[config.mk]
export PLATFORM = sky130hd
export DESIGN_NAME = mem_access_unit
export DESIGN_NICKNAME = d
export VERILOG_FILES = /design/src/rtl/mem_pkg.sv /design/src/rtl/mem_access_unit_lsu_align.sv /design/src/rtl/mem_access_unit.sv
export SDC_FILE = /design/constraint.sdc
export NUM_CORES = 1
export LEC_CHECK = 0
export ABC_AREA = 1
export BUFFER_PORTS_ARGS = -buffer_cell sky130_fd_sc_hd__buf_2
export CAP_MARGIN = 20
export CORE_ASPECT_RATIO = 0.75
export CORE_MARGIN = 3
export CORE_UTILIZATION = 30
export DETAILED_ROUTE_END_ITERATION = 8
export SLEW_MARGIN = 20
export SYNTH_ARGS = -nofsm -noshare
export SYNTH_HDL_FRONTEND = slang
export SYNTH_SLANG_ARGS = --single-unit
[constraint.sdc]
create_clock -name clk -period 2.7 [get_ports clk]
set_input_delay 0.405 -clock clk [delete_from_list [all_inputs] [get_ports clk]]
set_output_delay 0.405 -clock clk [all_outputs]
set_load 0.01 [all_outputs]
[src/rtl/mem_pkg.sv]
// Shared definitions for the memory-access stage.
// Contents: RV32 funct3 width/sign codes, the access FSM state encoding,
// fault codes reported on fault_code, and the misalignment helper.
package mem_pkg;

  // Load codes. Store codes reuse the same low two bits for the width.
  localparam logic [2:0] LB  = 3'b000;
  localparam logic [2:0] LH  = 3'b001;
  localparam logic [2:0] LW  = 3'b010;
  localparam logic [2:0] LBU = 3'b100;
  localparam logic [2:0] LHU = 3'b101;
  localparam logic [2:0] SB  = 3'b000;
  localparam logic [2:0] SH  = 3'b001;
  localparam logic [2:0] SW  = 3'b010;

  typedef enum logic [1:0] {
    ST_IDLE = 2'd0,
    ST_REQ  = 2'd1,
    ST_WAIT = 2'd2
  } state_t;

  typedef enum logic [1:0] {
    FAULT_MISALIGNED_LOAD  = 2'd0,
    FAULT_MISALIGNED_STORE = 2'd1,
    FAULT_BUS_TIMEOUT      = 2'd2
  } fault_code_t;

  // Width is taken from funct3[1:0]; any code that is neither byte nor
  // half is handled as a full word, both here and in the lane logic.
  function automatic logic is_misaligned(input logic [2:0] funct3,
                                         input logic [1:0] lane);
    logic mis;
    mis = 1'b0;
    case (funct3[1:0])
      LB[1:0]: mis = 1'b0;
      LH[1:0]: mis = lane[0];
      default: mis = (lane != 2'b00);
    endcase
    return mis;
  endfunction

endpackage

[src/rtl/mem_access_unit_lsu_align.sv]
// Combinational lane steering for the memory-access stage.
// Store side: builds byte enables and replicated write data from the
//   access width (st_size) and byte lane (st_lane).
// Load side: picks the addressed byte/half out of the raw bus word and
//   sign- or zero-extends it according to ld_funct3.
// Ports:
//   st_size, st_lane, st_data -> st_be, st_wdata
//   ld_funct3, ld_lane, ld_rdata -> ld_data
module lsu_align
  import mem_pkg::*;
#(
  parameter int XLEN = 32
) (
  input  logic [1:0]        st_size,
  input  logic [1:0]        st_lane,
  input  logic [XLEN-1:0]   st_data,
  output logic [XLEN/8-1:0] st_be,
  output logic [XLEN-1:0]   st_wdata,
  input  logic [2:0]        ld_funct3,
  input  logic [1:0]        ld_lane,
  input  logic [XLEN-1:0]   ld_rdata,
  output logic [XLEN-1:0]   ld_data
);

  logic [7:0]  byte_val;
  logic [15:0] half_val;
  logic        ld_signed;

  // Sub-word stores replicate the datum across every lane so the memory
  // only has to honour the byte enables.
  always_comb begin
    st_be    = '0;
    st_wdata = '0;
    case (st_size)
      LB[1:0]: begin
        st_be[st_lane] = 1'b1;
        for (int i = 0; i < XLEN / 8; i++) begin
          st_wdata[i*8 +: 8] = st_data[7:0];
        end
      end
      LH[1:0]: begin
        st_be[{st_lane[1], 1'b0} +: 2] = 2'b11;
        for (int i = 0; i < XLEN / 8; i++) begin
          st_wdata[i*8 +: 8] = st_data[(i % 2)*8 +: 8];
        end
      end
      default: begin
        st_be    = '1;
        st_wdata = st_data;
      end
    endcase
  end

  // funct3[2] marks the unsigned variants.
  always_comb begin
    byte_val  = ld_rdata[{ld_lane, 3'b000} +: 8];
    half_val  = ld_rdata[{ld_lane[1], 4'b0000} +: 16];
    ld_signed = ~ld_funct3[2];
    ld_data   = ld_rdata;
    case (ld_funct3[1:0])
      LB[1:0]: ld_data = {{(XLEN-8){byte_val[7] & ld_signed}}, byte_val};
      LH[1:0]: ld_data = {{(XLEN-16){half_val[15] & ld_signed}}, half_val};
      default: ld_data = ld_rdata;
    endcase
  end

endmodule

[src/rtl/mem_access_unit.sv]
// Memory-access pipeline stage with a valid/ready request bus and
// variable-latency responses.
// Ports:
//   clk, rst            clock, synchronous active-high reset
//   ex_*                memory op from the execute stage (sampled in IDLE)
//   stall_m             holds upstream while an access is in flight
//   mem_req_*           registered request towards data memory
//   mem_resp_*          load response from data memory
//   wb_*                one-cycle load result pulse
//   fault_*             one-cycle fault pulse (misalignment or timeout)
module mem_access_unit
  import mem_pkg::*;
#(
  parameter int XLEN       = 32,
  parameter int REG_ADDR_W = 5,
  parameter int TIMEOUT    = 1023
) (
  input  logic                  clk,
  input  logic                  rst,
  input  logic                  ex_valid,
  input  logic                  ex_mem_read,
  input  logic                  ex_mem_write,
  input  logic [2:0]            ex_funct3,
  input  logic [XLEN-1:0]       ex_addr,
  input  logic [XLEN-1:0]       ex_wdata,
  input  logic [REG_ADDR_W-1:0] ex_rd,
  output logic                  stall_m,
  output logic                  mem_req_valid,
  input  logic                  mem_req_ready,
  output logic                  mem_req_we,
  output logic [XLEN-1:0]       mem_req_addr,
  output logic [XLEN-1:0]       mem_req_wdata,
  output logic [XLEN/8-1:0]     mem_req_be,
  input  logic                  mem_resp_valid,
  input  logic [XLEN-1:0]       mem_resp_rdata,
  output logic                  wb_valid,
  output logic [REG_ADDR_W-1:0] wb_rd,
  output logic [XLEN-1:0]       wb_data,
  output logic                  fault_valid,
  output logic [1:0]            fault_code,
  output logic [XLEN-1:0]       fault_addr
);

  localparam int CNT_W = $clog2(TIMEOUT + 1);
  localparam logic [CNT_W-1:0] CNT_LAST = CNT_W'(TIMEOUT - 1);

  state_t                state, state_next;
  logic                  accept, misaligned, resp_hit, timeout_hit;
  logic                  load_q;
  logic [2:0]            funct3_q;
  logic [XLEN-1:0]       addr_q;
  logic [REG_ADDR_W-1:0] rd_q;
  logic [CNT_W-1:0]      cnt;
  logic [XLEN/8-1:0]     st_be;
  logic [XLEN-1:0]       st_wdata, ld_data;

  // A simultaneous read+write is treated as a load, so ex_mem_read alone
  // decides the direction once an op is accepted.
  assign accept      = (state == ST_IDLE) && ex_valid && (ex_mem_read || ex_mem_write);
  assign misaligned  = is_misaligned(ex_funct3, ex_addr[1:0]);
  assign resp_hit    = (state == ST_WAIT) && mem_resp_valid;
  assign timeout_hit = (state == ST_WAIT) && !mem_resp_valid && (cnt == CNT_LAST);

  assign stall_m       = (state != ST_IDLE);
  assign mem_req_valid = (state == ST_REQ);

  lsu_align #(.XLEN(XLEN)) u_align (
    .st_size   (ex_funct3[1:0]),
    .st_lane   (ex_addr[1:0]),
    .st_data   (ex_wdata),
    .st_be     (st_be),
    .st_wdata  (st_wdata),
    .ld_funct3 (funct3_q),
    .ld_lane   (addr_q[1:0]),
    .ld_rdata  (mem_resp_rdata),
    .ld_data   (ld_data)
  );

  always_ff @(posedge clk) begin
    if (rst) state <= ST_IDLE;
    else     state <= state_next;
  end

  // Misaligned accepts never leave IDLE; the fault is reported from the
  // datapath block instead.
  always_comb begin
    state_next = state;
    case (state)
      ST_IDLE: if (accept && !misaligned) state_next = ST_REQ;
      ST_REQ:  if (mem_req_ready) state_next = load_q ? ST_WAIT : ST_IDLE;
      ST_WAIT: if (resp_hit || timeout_hit) state_next = ST_IDLE;
      default: state_next = ST_IDLE;
    endcase
  end

  // Request payload is captured at accept and held untouched until the
  // handshake. wb_valid/fault_valid default low so they only pulse.
  always_ff @(posedge clk) begin
    if (rst) begin
      load_q        <= 1'b0;
      funct3_q      <= '0;
      addr_q        <= '0;
      rd_q          <= '0;
      cnt           <= '0;
      mem_req_we    <= 1'b0;
      mem_req_addr  <= '0;
      mem_req_wdata <= '0;
      mem_req_be    <= '0;
      wb_valid      <= 1'b0;
      wb_rd         <= '0;
      wb_data       <= '0;
      fault_valid   <= 1'b0;
      fault_code    <= '0;
      fault_addr    <= '0;
    end else begin
      wb_valid    <= 1'b0;
      fault_valid <= 1'b0;
      if (accept) begin
        load_q   <= ex_mem_read;
        funct3_q <= ex_funct3;
        addr_q   <= ex_addr;
        rd_q     <= ex_rd;
        if (misaligned) begin
          fault_valid <= 1'b1;
          fault_code  <= ex_mem_read ? FAULT_MISALIGNED_LOAD : FAULT_MISALIGNED_STORE;
          fault_addr  <= ex_addr;
        end else begin
          mem_req_we    <= ~ex_mem_read;
          mem_req_addr  <= {ex_addr[XLEN-1:2], 2'b00};
          mem_req_wdata <= st_wdata;
          mem_req_be    <= st_be;
        end
      end
      if (state == ST_REQ && mem_req_ready) begin
        cnt <= '0;
      end
      if (resp_hit) begin
        wb_valid <= 1'b1;
        wb_rd    <= rd_q;
        wb_data  <= ld_data;
      end else if (timeout_hit) begin
        fault_valid <= 1'b1;
        fault_code  <= FAULT_BUS_TIMEOUT;
        fault_addr  <= addr_q;
      end else if (state == ST_WAIT) begin
        cnt <= cnt + 1'b1;
      end
    end
  end

endmodule

After elaboration in Yosys (flattened, before gate mapping)
Index checks and enable logic that the tools add are counted.

Bits in registers: 193. Output and inout bits: 144. Input bits: 111. Word-level logic and storage cells: 86. Bits in latches: 0. Memory bits (writable): 0. Memory bits (read-only): 0. Memories kept: 0.

Divide/modulo/power cells: 0. Mux-type cells: 29. $mul: 0. Shift-type cells: 4. Add/subtract/negate cells: 2. Bitwise operators: 6. Eq/ne operators: 8. Reduce and logical (&&, ||, !) cells: 19. $lt $le $gt $ge: 2.

Operator list (number): two-way mux 32 bit (4); case mux 32 bit (2 select lines) (2); two-way mux 10 bit (4); variable part select 32 x 6 -> 16 bit (1); variable part select 32 x 6 -> 8 bit (1); two-way mux 2 bit (8); adder 10 x 1 -> 10 bit, second input constant (1); == test 10 bit, second input constant (1); logical AND 1 bit (8); case mux 4 bit (2 select lines) (1); two-way mux 1 bit (7); == test 2 x 1 -> 1 bit, second input constant (3); zero test 2 bit (3); case mux 2 bit (3 select lines) (1); AND 4 bit (1); != test 2 x 1 -> 1 bit, second input constant (2); negation 2 -> 4 bit (1); nonzero test 2 bit (2); variable shift 2 x 4 -> 4 bit, first input constant (1); variable part select 2 x 4 -> 4 bit, first input constant (1); less-than comparator 2 x 3 -> 1 bit, second input constant (1); inverter 1 bit (3); AND reduction 3 bit (1); AND 1 bit (2); 8 further kinds (10).

Logic depth before layout (Yosys ltp)
Gate-level depths: netlist of the first run.

Word-level depth: 6. Depth in mapped cells: 11. Gate-level depth less buffers: 11.

Hierarchy
From an unflattened synthesis of the first run, not the netlist that was laid out.

Cells, all modules: 1218. Area, all modules: 8705.8 um^2.

Modules (own cells, without submodules): mem_access_unit (cells each 972, instances 1, sequential area each 3863.7 um^2, area each 7359.6 um^2); lsu_align (cells each 246, instances 1, sequential area each 0.0 um^2, area each 1346.3 um^2).

Least setup slack after synthesis of the first run
OpenSTA, ideal clock, no wires.

Kind: register to register. From: register cnt[0]. To: register fault_addr[24]. Buffers on the path: 1. Arrival time: 1332 ps. Setup time: 121 ps. Period minus slack after synthesis: 1453 ps. Slack: 1247 ps. Cell stages (with the launch flop): 11. Required time: 2579 ps. Cell sequence: dfxtp_1 -> inv_1 -> ha_1 -> inv_1 -> nor2_1 -> nand3_1 -> nor2_4 -> nor2_1 -> buf_2 -> nand3_1 -> o21ai_0.

Cells in the longest elaborated chain, start to end: 4.

Ends and longest elaborated chain: start: declaration (line mem_access_unit.sv:53) `logic [CNT_W-1:0] cnt;`; start signal: assignment (line mem_access_unit.sv:146) `cnt <= cnt + 1'b1;`; == test 10 bit (line mem_access_unit.sv:62) `assign timeout_hit = (state == ST_WAIT) && !mem_resp_valid && (cnt == CNT_LAST);`; logical AND 1 bit (line mem_access_unit.sv:62); two-way mux 32 bit (line mem_access_unit.sv:141) `end else if (timeout_hit) begin`; two-way mux 32 bit (line mem_access_unit.sv:137) `if (resp_hit) begin`; end signal: assignment (line mem_access_unit.sv:126) `fault_addr <= ex_addr;`; end signal: assignment (line mem_access_unit.sv:144) `fault_addr <= addr_q;`; end: declaration (line mem_access_unit.sv:41) `output logic [XLEN-1:0] fault_addr`.

Every way passes these cells. A chain may end at the register's enable or synchronous reset.

Worst setup path after layout of the first run
From: register state[1]. To: register fault_addr[24].

Cells in the longest elaborated chain, start to end: 6. Elaborated cells on any way between the ends: 10. Classes of those cells: 1 x eq/ne; 3 x mux; 6 x reduce/logical.

Ends and longest elaborated chain: start: declaration (line mem_access_unit.sv:47) `state_t state, state_next;`; start signal: assignment (line mem_access_unit.sv:81) `else state <= state_next;`; zero test 2 bit (line mem_access_unit.sv:59) `assign accept = (state == ST_IDLE) && ex_valid && (ex_mem_read || ex_mem_write);`; logical AND 1 bit (2 in a row) (line mem_access_unit.sv:59); two-way mux 32 bit (line mem_access_unit.sv:118) `if (accept) begin`; two-way mux 32 bit (line mem_access_unit.sv:141); two-way mux 32 bit * (line mem_access_unit.sv:137).

Every way passes the cells marked *; elsewhere a longest branch is shown, timed or not.

==> key figures, run 1 <==
CTS
  – Cts bufs inserted: 17
  – Buffer depth of the longest clock path: 2
  – Worst-path clk slew: 0.07 ns
  – Root cell of the clock tree: clkbuf_16
  – Max H-tree Level: 4
  – Worst-Skew Late Latency: 0.46 ns
  – CTS sink cnt: 193
  – Cts hold-fix bufs: 0
  – Post-CTS Resized: 0
  – CTS tree: done
  – Post-CTS Setup Bufs: 0

Hold path
  – Number of cells on the worst hold path: 2
  – Hold Path Class: in -> reg

Finish
  – Synth-to-Final Area Change: 25.2%
  – Finished Cell Area: 0.0102 mm²
  – Core Util, Final: 38.8%
  – Commonest non-fill, non-tap cell in the layout: buf_2
  – N_diodes: 0
  – Sequential cell area: 0.00386 mm²
  – Finished Layout Cells: 1686
  – Fin nets: 1442
  – Multi-input logic area: 0.00351 mm²
  – Commonest non-fill, non-tap cells in the layout: buf_2, nand2_1, dfxtp_1
  – Fillers: 2842
  – Layout cells sized above 1: 23.5%

Routing
  – DR vias/cell: 4.78
  – Post-DR wirelength/cell: 15.9 µm
  – Final wirelength: 26.9 mm
  – Initial drt markers: 556
  – TritonRoute pass-1 iters: 4
  – Final ANT Viol Nets: 0
  – DRC Markers: 0
  – Detailed-route via count: 8065

Setup path
  – Required @ worst endpoint: 3.00 ns
  – Worst setup SP type: flop
  – Reg2reg path depth: 8
  – Crit path DAT: 2.30 ns
  – Setup Crit Path Kind: reg -> reg
  – CP max FO: 21
  – Critical Path End Type: flop

Yosys
  – Share of the yosys chip area belonging to registers: 47.2%
  – Post-synth top area share: 47.2%
  – Post-synth top area cell: dfxtp_1
  – Post-synthesis cell count: 1120
  – Synth Area in Simple Gates: 21.0%
  – Unique masters post-synth: 33
  – Adder-cell area share of the yosys netlist: 0.306%
  – Number of synthesized register bits: 193
  – Syn_area_per_cell: 7.30 µm²
  – Combined area of all synthesized cells: 0.00818 mm²
  – Post-synthesis xor/xnor area fraction: 0%
  – Synth area leaders: dfxtp_1, nand2_1, a21oi_1
  – Largest family of logic cells by synthesized area: compound AO/OA/AOI/OAI gates
  – Post-synthesis mux area share: 0%
  – Ys Warns: 0
  – Complex-gate fraction of the synthesized area: 21.5%

Floorplanning
  – Die W: 197 µm
  – CORE AREA: 0.0264 mm²
  – Die area: 0.0293 mm²
  – Starting Density: 31.0%
  – Row count: 51
  – Die Ht: 149 µm
  – Top Ports: 255

STA
  – Worst setup margin: 0.706 ns
  – Min Hold Slack: 0.178 ns
  – Final Cycle Share: 73.8%
  – Max_slew headroom: 47.9%
  – Final hold violation count: 0
  – Fmax: 502 MHz
  – Setup_tns: 0 ns
  – RSZ-0062 raised after global routing: no
  – Final setup vio count: 0
  – Worst-margin pin slew: 0.782 ns
  – Count of final max-slew check failures: 0
  – Skew final: 0.0226 ns
  – Tmin final: 1.99 ns

Power and ir drop
  – Combinational Power Share: 13.8%
  – Max VDD drop: 0.442 mV
  – Int Pwr: 4.65 mW
  – Switch share: 29.4%
  – Pleak: 5.00 nW
  – P_sw: 1.94 mW
  – Pwr Total: 6.59 mW
  – Share of total power in the clock network: 39.3%
  – Pwr Density: 644 mW/mm²
  – Sequential power share: 46.9%

Global route
  – Initial antenna violation count: 0
  – Tot GR Track Use: 17.9%
  – Vias in the first global route: 7452
  – Largest net degree at the start of global routing: 123
  – First-pass GRT wire length: 41.7 mm
  – Grt ovf: 0

Status
  – Outcome: finished, final reports clean

Place
  – Cells after DPL: 1654
  – Port-buffer cells: 252
  – DP HPWL: 18.8 mm
  – Final GP Congestion: 0.854
  – Placed Area: 0.00964 mm²
  – DP Worst Slack: 0.513 ns

Flow run
  – Max-Cap Viols: 0
## power groups by stage
stage | Clock [mW] | Sequential, mW | Combinational, mW
2_1_floorplan | 0 | 3.19 | 0.490
3_3_place_gp | 0 | 3.15 | 0.903
3_5_place_dp | 0 | 3.15 | 0.909
4_1_cts | 2.67 | 3.09 | 0.914
5_1_grt | 2.79 | 3.11 | 1.02
6_report | 2.59 | 3.09 | 0.910
## routing by layer
layer  vias up  GRT usage, %  wire length [µm]
met3        23          5.01              2110
met5         -             0                 0
met2       265          25.7             11400
met4         0          4.49               367
li1       4079             -                 -
met1      3698          26.4             13000
## sequential cells by signal, summed over array words and instances (netlist names)
name	count
mem_req_be	4
mem_req_we	1
state	2
wb_valid	1
fault_addr	32
mem_req_wdata	32
fault_code	2
addr_q	32
funct3_q	3
wb_data	32
rd_q	5
cnt	10
fault_valid	1
mem_req_addr	30
load_q	1
wb_rd	5
## cells in the mapped netlist
cell and count:
buf_4 13, o21bai_1 2, buf_2 26, a21oi_2 1
nand2_4 1, clkinv_1 1, inv_1 109, nor2_4 5
a211oi_1 21, nor2_1 73, o21ai_1 34, o211ai_1 7
o21ai_0 95, nand4_1 9, buf_6 1, ha_1 2
o21a_1 7, dfxtp_1 193, conb_1 1, a21oi_1 141
nand2_1 247, a31oi_1 1, o21ai_4 1, nand2_2 2
inv_2 5, clkbuf_1 35, o211a_1 9, nor2_2 1
nand3_1 69, clkbuf_2 2, a41oi_1 1, nor3_1 4
nand3b_1 1
## worst paths after layout
kind               start        endpoint  slack [ns]
max reg2reg     state[1]  fault_addr[24]        0.71
max             state[1]  fault_addr[24]        0.71
min          ex_mem_read      mem_req_we        0.18
min reg2reg   addr_q[24]      addr_q[24]        0.45
## kinds of logic (layout without fill, tap and decap cells)
logic type	after synthesis	in the layout
adder cells (fa/ha/maj)	2	2
flip-flops	193	193
buffers and inverters	192	413
AO/OA/AOI/OAI	320	320
other	1	2
AND/OR/NAND/NOR	412	412
## area by class of cell
type / instances / share of cell area, %
clock inverter: 14 / 1.61
multi-input combinational: 736 / 34.3
inverter: 115 / 4.23
clock buffer: 18 / 4.19
timing repair buffer: 266 / 13.7
sequential: 193 / 37.7
tap: 344 / 4.20
## critical path, stage by stage, from the launching register on
cell and delay (ns):
dfxtp_1 0.34, nor2_1 0.23, nand2_2 0.26, inv_2 0.30, nand2_4 0.22, inv_2 0.27, nand2_1 0.08, nand3_1 0.07
o21ai_0 0.08
No activity file was read; power rests on OpenSTA's default activity.
==> run 2, diff against run 1 <==
==> constraint.sdc (replaced) <==
create_clock -name clk -period 1.94 [get_ports clk]
set_input_delay 0.291 -clock clk [delete_from_list [all_inputs] [get_ports clk]]
set_output_delay 0.291 -clock clk [all_outputs]
set_load 0.01 [all_outputs]
==> run 2 against run 1 <==
Effect of this change: cell area grew 1.6%; first-iteration DRC count shrank 7.9%; core utilization up 0.61 points; critical endpoint is now fault_valid; largest cell class unchanged; largest power group unchanged.
==> key figures, run 2 (synthesized netlist as in run 1, its figures left out) <==
Status
  – Outcome: finished, final reports clean

Setup path
  – Worst setup SP type: flop
  – Crit path DAT: 2.08 ns (-0.22 ns)
  – Worst path max stage delay: 0.37 ns (+0.03 ns)
  – Reg2reg path depth: 9 (+1)
  – Required @ worst endpoint: 2.22 ns (-0.78 ns)
  – Setup Crit Path Kind: reg -> reg
  – Crit path max-delay cell type: dfxtp_1
  – Worst path depth: 9 (+1)
  – Worst reg2reg startpoint: cnt[0]
  – Crit-path leading delay family: buffers and inverters
  – Most used cell, CP: inv_1
  – Crit path buffers/inverters: 3 (+1)
  – CP max FO: 32 (+52%)
  – Crit path from: cnt[0]
  – Critical Path End Type: flop
  – CP Cell Sequence: inv_1 -> ha_1 -> inv_1 -> nor2_1 -> nand3_1 -> nor2_4 -> nand2_2 -> buf_4 -> o21ai_0

Routing
  – Post-DR wirelength/cell: 16.0 µm (+0.35%)
  – Final ANT Viol Nets: 0 (unchanged)
  – TritonRoute pass-1 iters: 4 (unchanged)
  – Final wirelength: 27.1 mm (+1.1%)
  – DRC Markers: 0 (unchanged)
  – DR vias/cell: 4.79 (+0.22%)
  – Initial drt markers: 512 (-7.9%)
  – Detailed-route via count: 8140 (+0.93%)

Global route
  – Grt ovf: 0 (unchanged)
  – First-pass GRT wire length: 41.8 mm (+0.13%)
  – Initial antenna violation count: 4 (+4)
  – Vias in the first global route: 7482 (+0.40%)
  – Largest net degree at the start of global routing: 68 (-45%)
  – Tot GR Track Use: 18.0% (+0.062 points)

Floorplanning
  – Die area: 0.0293 mm² (unchanged)
  – Die W: 197 µm (unchanged)
  – Top Ports: 255 (unchanged)
  – Die Ht: 149 µm (unchanged)
  – Starting Density: 31.0% (unchanged)
  – CORE AREA: 0.0264 mm² (unchanged)
  – Row count: 51 (unchanged)

Power and ir drop
  – P_sw: 2.69 mW (+39%)
  – Switch share: 29.3% (-0.20 points)
  – Pwr Density: 885 mW/mm² (+37%)
  – Max VDD drop: 0.601 mV (+36%)
  – Combinational Power Share: 14.2% (+0.4 points)
  – Share of total power in the clock network: 39.0% (-0.3 points)
  – Pleak: 5.08 nW (+1.8%)
  – Int Pwr: 6.51 mW (+40%)
  – Sequential power share: 46.7% (-0.2 points)

STA
  – Fmax: 558 MHz (+11%)
  – RSZ-0062 raised after global routing: no
  – Worst setup margin: 0.148 ns (-0.559 ns)
  – Setup_tns: 0 ns (unchanged)
  – Final setup vio count: 0 (unchanged)
  – Tmin final: 1.79 ns (-0.201 ns)
  – Worst-margin pin slew: 0.527 ns (-0.255 ns)
  – Skew final: 0.0132 ns (-0.00941 ns)
  – Final Cycle Share: 92.4% (+19 points)
  – Max_slew headroom: 64.6% (+17 points)
  – Final hold violation count: 0 (unchanged)
  – Count of final max-slew check failures: 0 (unchanged)

Place
  – Port-buffer cells: 252 (unchanged)
  – DP Worst Slack: 0.201 ns (-0.313 ns)
  – Final GP Congestion: 0.859 (+0.51%)
  – DP HPWL: 19.0 mm (+1.3%)

CTS
  – CTS sink cnt: 193 (unchanged)
  – Buffer depth of the longest clock path: 2 (unchanged)
  – Root cell of the clock tree: clkbuf_16
  – Max H-tree Level: 4 (unchanged)
  – Cts bufs inserted: 17 (unchanged)
  – CTS tree: done
  – Worst-path clk slew: 0.07 ns (about the same)
  – Post-CTS Resized: 0 (unchanged)
  – Post-CTS Setup Bufs: 0 (unchanged)
  – Worst-Skew Late Latency: 0.44 ns (-0.02 ns)
  – Cts hold-fix bufs: 0 (unchanged)

Flow run
  – Max-Cap Viols: 0 (unchanged)

Finish
  – Core Util, Final: 39.4% (+0.61 points)
  – Commonest non-fill, non-tap cells in the layout: buf_2, nand2_1, dfxtp_1
  – Layout cells sized above 1: 24.2% (+0.68 points)
  – Fillers: 2800 (-1.5%)
  – Fin nets: 1454 (+0.83%)
  – Commonest non-fill, non-tap cell in the layout: buf_2
  – N_diodes: 0 (unchanged)
  – Synth-to-Final Area Change: 27.1%

Hold path
  – Min-delay src: ex_mem_read
  – Number of cells on the worst hold path: 2 (unchanged)
  – Hold Path Class: in -> reg
==> run 2: per-stage QoR <==
| stage | total power, mW | area (µm²) | hold WS, ns | cells |
|---|---|---|---|---|
| final | 9.21 | 10400 | 0.0744 | 1698 |
| after global routing | 9.65 | 10400 | 0.0806 | 1698 |
| after CTS | 9.33 | 10400 | 0.0529 | 1698 |
| after detailed placement | 5.70 | 9800 | 0.441 | 1666 |
| after global placement | 5.69 | 9800 | 0.439 | 1666 |
| after floorplan | 5.13 | 8180 | 0.381 | 1121 |
==> run 2: power groups by stage <==
stage,combinational [mW],clock [mW],sequential [mW]
2_1_floorplan,0.681,0,4.45
3_3_place_gp,1.30,0,4.39
3_5_place_dp,1.31,0,4.39
4_1_cts,1.32,3.71,4.30
5_1_grt,1.46,3.86,4.33
6_report,1.31,3.60,4.30
==> run 2: worst paths after layout <==
| check | slack, ns | end |
|---|---|---|
| setup / recovery | 0.15 | fault_valid |
| hold / removal | 0.07 | mem_req_we |
| setup reg to reg | 0.15 | fault_valid |
| hold reg to reg | 0.45 | addr_q[23] |
==> run 2: worst reg2reg max path, stage by stage (launching register included) <==
cell and delay, ns:
dfxtp_1 0.37, inv_1 0.09, ha_1 0.20, inv_1 0.06, nor2_1 0.04, nand3_1 0.17
nor2_4 0.08, nand2_2 0.06, buf_4 0.36, o21ai_0 0.21
==> run 2: per-layer routing <==
layer	routed length (µm)	vias up	part of all wire, %	global-route usage (%)
met2	11500	299	42	26.6
met5	34	-	0.13	0
met1	13000	3691	48	25.7
li1	-	4114	-	-
met3	2240	30	8.2	5.53
met4	330	6	1.2	4.13
==> run 2: final cells by class <==
| cell class | instances | area [µm²] | share of cell area (%) |
|---|---|---|---|
| repair buffers | 278 | 1560 | 15.0 |
| clock inverters | 14 | 174 | 1.67 |
| inverters | 115 | 433 | 4.16 |
| well taps | 344 | 430 | 4.14 |
| clock buffers | 18 | 429 | 4.13 |
| multi-input cells | 736 | 3510 | 33.8 |
| flip-flops and latches | 193 | 3860 | 37.2 |
==> run 3, diff against run 2 <==
--- a/config.mk
+++ b/config.mk
@@ -12,6 +12,7 @@
 export CORE_MARGIN = 3
 export CORE_UTILIZATION = 30
 export DETAILED_ROUTE_END_ITERATION = 8
+export RECOVER_POWER = 50
 export SLEW_MARGIN = 20
 export SYNTH_ARGS = -nofsm -noshare
 export SYNTH_HDL_FRONTEND = slang
==> run 3 against run 2 <==
Effect of this change: hold slack better by 0.0021 ns; setup slack improved by 0.021 ns; largest cell class unchanged; cell area down 1.9%; critical path depth is the same; clock skew grew 0.00056 ns; global-route usage is the same; register-to-register slack better by 0.02 ns; die area did not move; via count decreased by 0.61%; count of clock-buffer cells in the layout unchanged.
==> key figures, run 3 (synthesized netlist as in run 1, its figures left out) <==
Global route
  – Vias in the first global route: 7482 (unchanged)
  – Initial antenna violation count: 4 (unchanged)
  – First-pass GRT wire length: 41.8 mm (unchanged)
  – Largest net degree at the start of global routing: 68 (unchanged)
  – Grt ovf: 0 (unchanged)
  – Tot GR Track Use: 18.0% (unchanged)

Setup path
  – Worst reg2reg startpoint: cnt[0]
  – Reg2reg end: fault_valid
  – Most used cell, CP: inv_1
  – CP max FO: 32 (unchanged)
  – Worst setup SP type: flop
  – Reg2reg path depth: 9 (unchanged)
  – Worst path max stage delay: 0.37 ns (about the same)
  – Crit path max-delay cell type: dfxtp_1
  – Setup Crit Path Kind: reg -> reg
  – Crit path DAT: 2.06 ns (-0.02 ns)
  – CP Cell Sequence: inv_1 -> ha_1 -> inv_1 -> nor2_1 -> nand3_1 -> nor2_4 -> nand2_2 -> buf_4 -> o21ai_0
  – Setup slack, reg-to-reg: 0.17 ns (+0.02 ns)
  – Required @ worst endpoint: 2.23 ns (about the same)
  – Critical Path End Type: flop

Power and ir drop
  – Pwr Total: 9.17 mW (-0.46%)
  – Max VDD drop: 0.594 mV (-1.1%)
  – Share of total power in the clock network: 39.2% (+0.2 points)
  – Switch share: 29.4% (+0.15 points)
  – Pleak: 4.50 nW (-11%)
  – Pwr Density: 898 mW/mm² (+1.4%)
  – Int Pwr: 6.47 mW (-0.67%)
  – Sequential power share: 47.0% (+0.3 points)
  – P_sw: 2.69 mW (about the same)
  – Combinational Power Share: 13.8% (-0.4 points)

Hold path
  – Hold Path Class: in -> reg
  – Hold EP: mem_req_we
  – Number of cells on the worst hold path: 2 (unchanged)
  – Min-delay src: ex_mem_read

CTS
  – Post-CTS Setup Bufs: 0 (unchanged)
  – Cts hold-fix bufs: 0 (unchanged)
  – Worst-path clk slew: 0.07 ns (about the same)
  – Root cell of the clock tree: clkbuf_16
  – Post-CTS Resized: 0 (unchanged)
  – Max H-tree Level: 4 (unchanged)
  – CTS sink cnt: 193 (unchanged)
  – Buffer depth of the longest clock path: 2 (unchanged)
  – Worst-Skew Late Latency: 0.43 ns (about the same)
  – CTS tree: done
  – Cts bufs inserted: 17 (unchanged)

Finish
  – Commonest non-fill, non-tap cell in the layout: nand2_1
  – Fin nets: 1454 (unchanged)
  – Commonest non-fill, non-tap cells in the layout: nand2_1, dfxtp_1, a21oi_1, clkbuf_1, buf_2
  – Layout cells sized above 1: 13.7% (-10 points)
  – Synth-to-Final Area Change: 24.8%
  – Core Util, Final: 38.6% (-0.73 points)
  – N_diodes: 0 (unchanged)

STA
  – Skew final: 0.0137 ns (+0.000560 ns)
  – Max_slew headroom: 65.7% (+1.1 points)
  – Worst-margin pin slew: 0.511 ns (-0.0164 ns)
  – Tmin final: 1.77 ns (-0.0209 ns)
  – Fmax: 565 MHz (+1.2%)
  – Setup_tns: 0 ns (unchanged)
  – Count of final max-slew check failures: 0 (unchanged)
  – Final setup vio count: 0 (unchanged)
  – Final Cycle Share: 91.3% (-1.1 points)
  – Min Hold Slack: 0.0765 ns (+0.00211 ns)
  – Worst setup margin: 0.169 ns (+0.0209 ns)
  – Final hold violation count: 0 (unchanged)
  – RSZ-0062 raised after global routing: no

Floorplanning
  – Die Ht: 149 µm (unchanged)
  – Row count: 51 (unchanged)
  – Die area: 0.0293 mm² (unchanged)
  – Die W: 197 µm (unchanged)
  – Top Ports: 255 (unchanged)
  – Starting Density: 31.0% (unchanged)
  – CORE AREA: 0.0264 mm² (unchanged)

Place
  – Final GP Congestion: 0.859 (unchanged)
  – DP Worst Slack: 0.201 ns (unchanged)
  – Port-buffer cells: 252 (unchanged)
  – DP HPWL: 19.0 mm (unchanged)

Routing
  – Detailed-route via count: 8090 (-0.61%)
  – Post-DR wirelength/cell: 16.0 µm (about the same)
  – TritonRoute pass-1 iters: 5 (+1)
  – Final ANT Viol Nets: 0 (unchanged)
  – DR vias/cell: 4.76 (-0.61%)
  – DRC Markers: 0 (unchanged)
  – Initial drt markers: 518 (+1.2%)
  – Final wirelength: 27.1 mm (about the same)

Status
  – Outcome: finished, final reports clean

Flow run
  – Max-Cap Viols: 0 (unchanged)
[run 3: changes by cell type in the layout (fill, tap and decap cells not counted), sizes merged]
cell / previous run / this run
clkbuf: 18 / 160
buf: 278 / 136
[run 3: final cells by class]
cell class / count / area [µm²]
repair buffers: 278 / 1370
fillers: 2861 / 16200
multi-input cells: 736 / 3510
inverters: 115 / 433
clock inverters: 14 / 174
well taps: 344 / 430
clock buffers: 18 / 429
flip-flops and latches: 193 / 3860
[run 3: worst max path at each step]
stage / from / end / slack, ns / depth (start not counted)
after global placement: cnt[0] / fault_valid / 0.30 / 9
final: cnt[0] / fault_valid / 0.17 / 9
after floorplan: cnt[0] / fault_addr[24] / 0.49 / 10
after global routing: state[0] / fault_addr[23] / 0.01 / 8
after detailed placement: cnt[0] / fault_valid / 0.20 / 9
after CTS: cnt[0] / fault_valid / 0.18 / 9
[run 3: worst max-delay path, delay by kind of cell, from the launching register on]
family	cells	cell delay, ns
buf+inv	3	0.51
flops	1	0.37
compound gates	1	0.17
fa+ha+maj	1	0.20
simple gates	4	0.35
[run 3: stage by stage]
stage | std cells | area, µm²
floorplan | 1121 | 8180
global placement | 1666 | 9800
detailed placement | 1666 | 9800
CTS | 1698 | 10400
global route | 1698 | 10200
finish | 1698 | 10200
[run 3: power groups by stage]
stage / Sequential [mW] / Clock, mW / Combinational (mW)
6_report: 4.31 / 3.59 / 1.26
5_1_grt: 4.33 / 3.86 / 1.42
4_1_cts: 4.30 / 3.71 / 1.32
3_5_place_dp: 4.39 / 0 / 1.31
3_3_place_gp: 4.39 / 0 / 1.30
2_1_floorplan: 4.45 / 0 / 0.681
[run 3: per-layer routing]
metal  share of wire (%)  GRT usage (%)  wire length [µm]
met1                  48           25.7             13100
met2                  42           26.6             11500
met3                 7.9           5.53              2140
met4                 1.4           4.13               370
met5                0.13              0                34
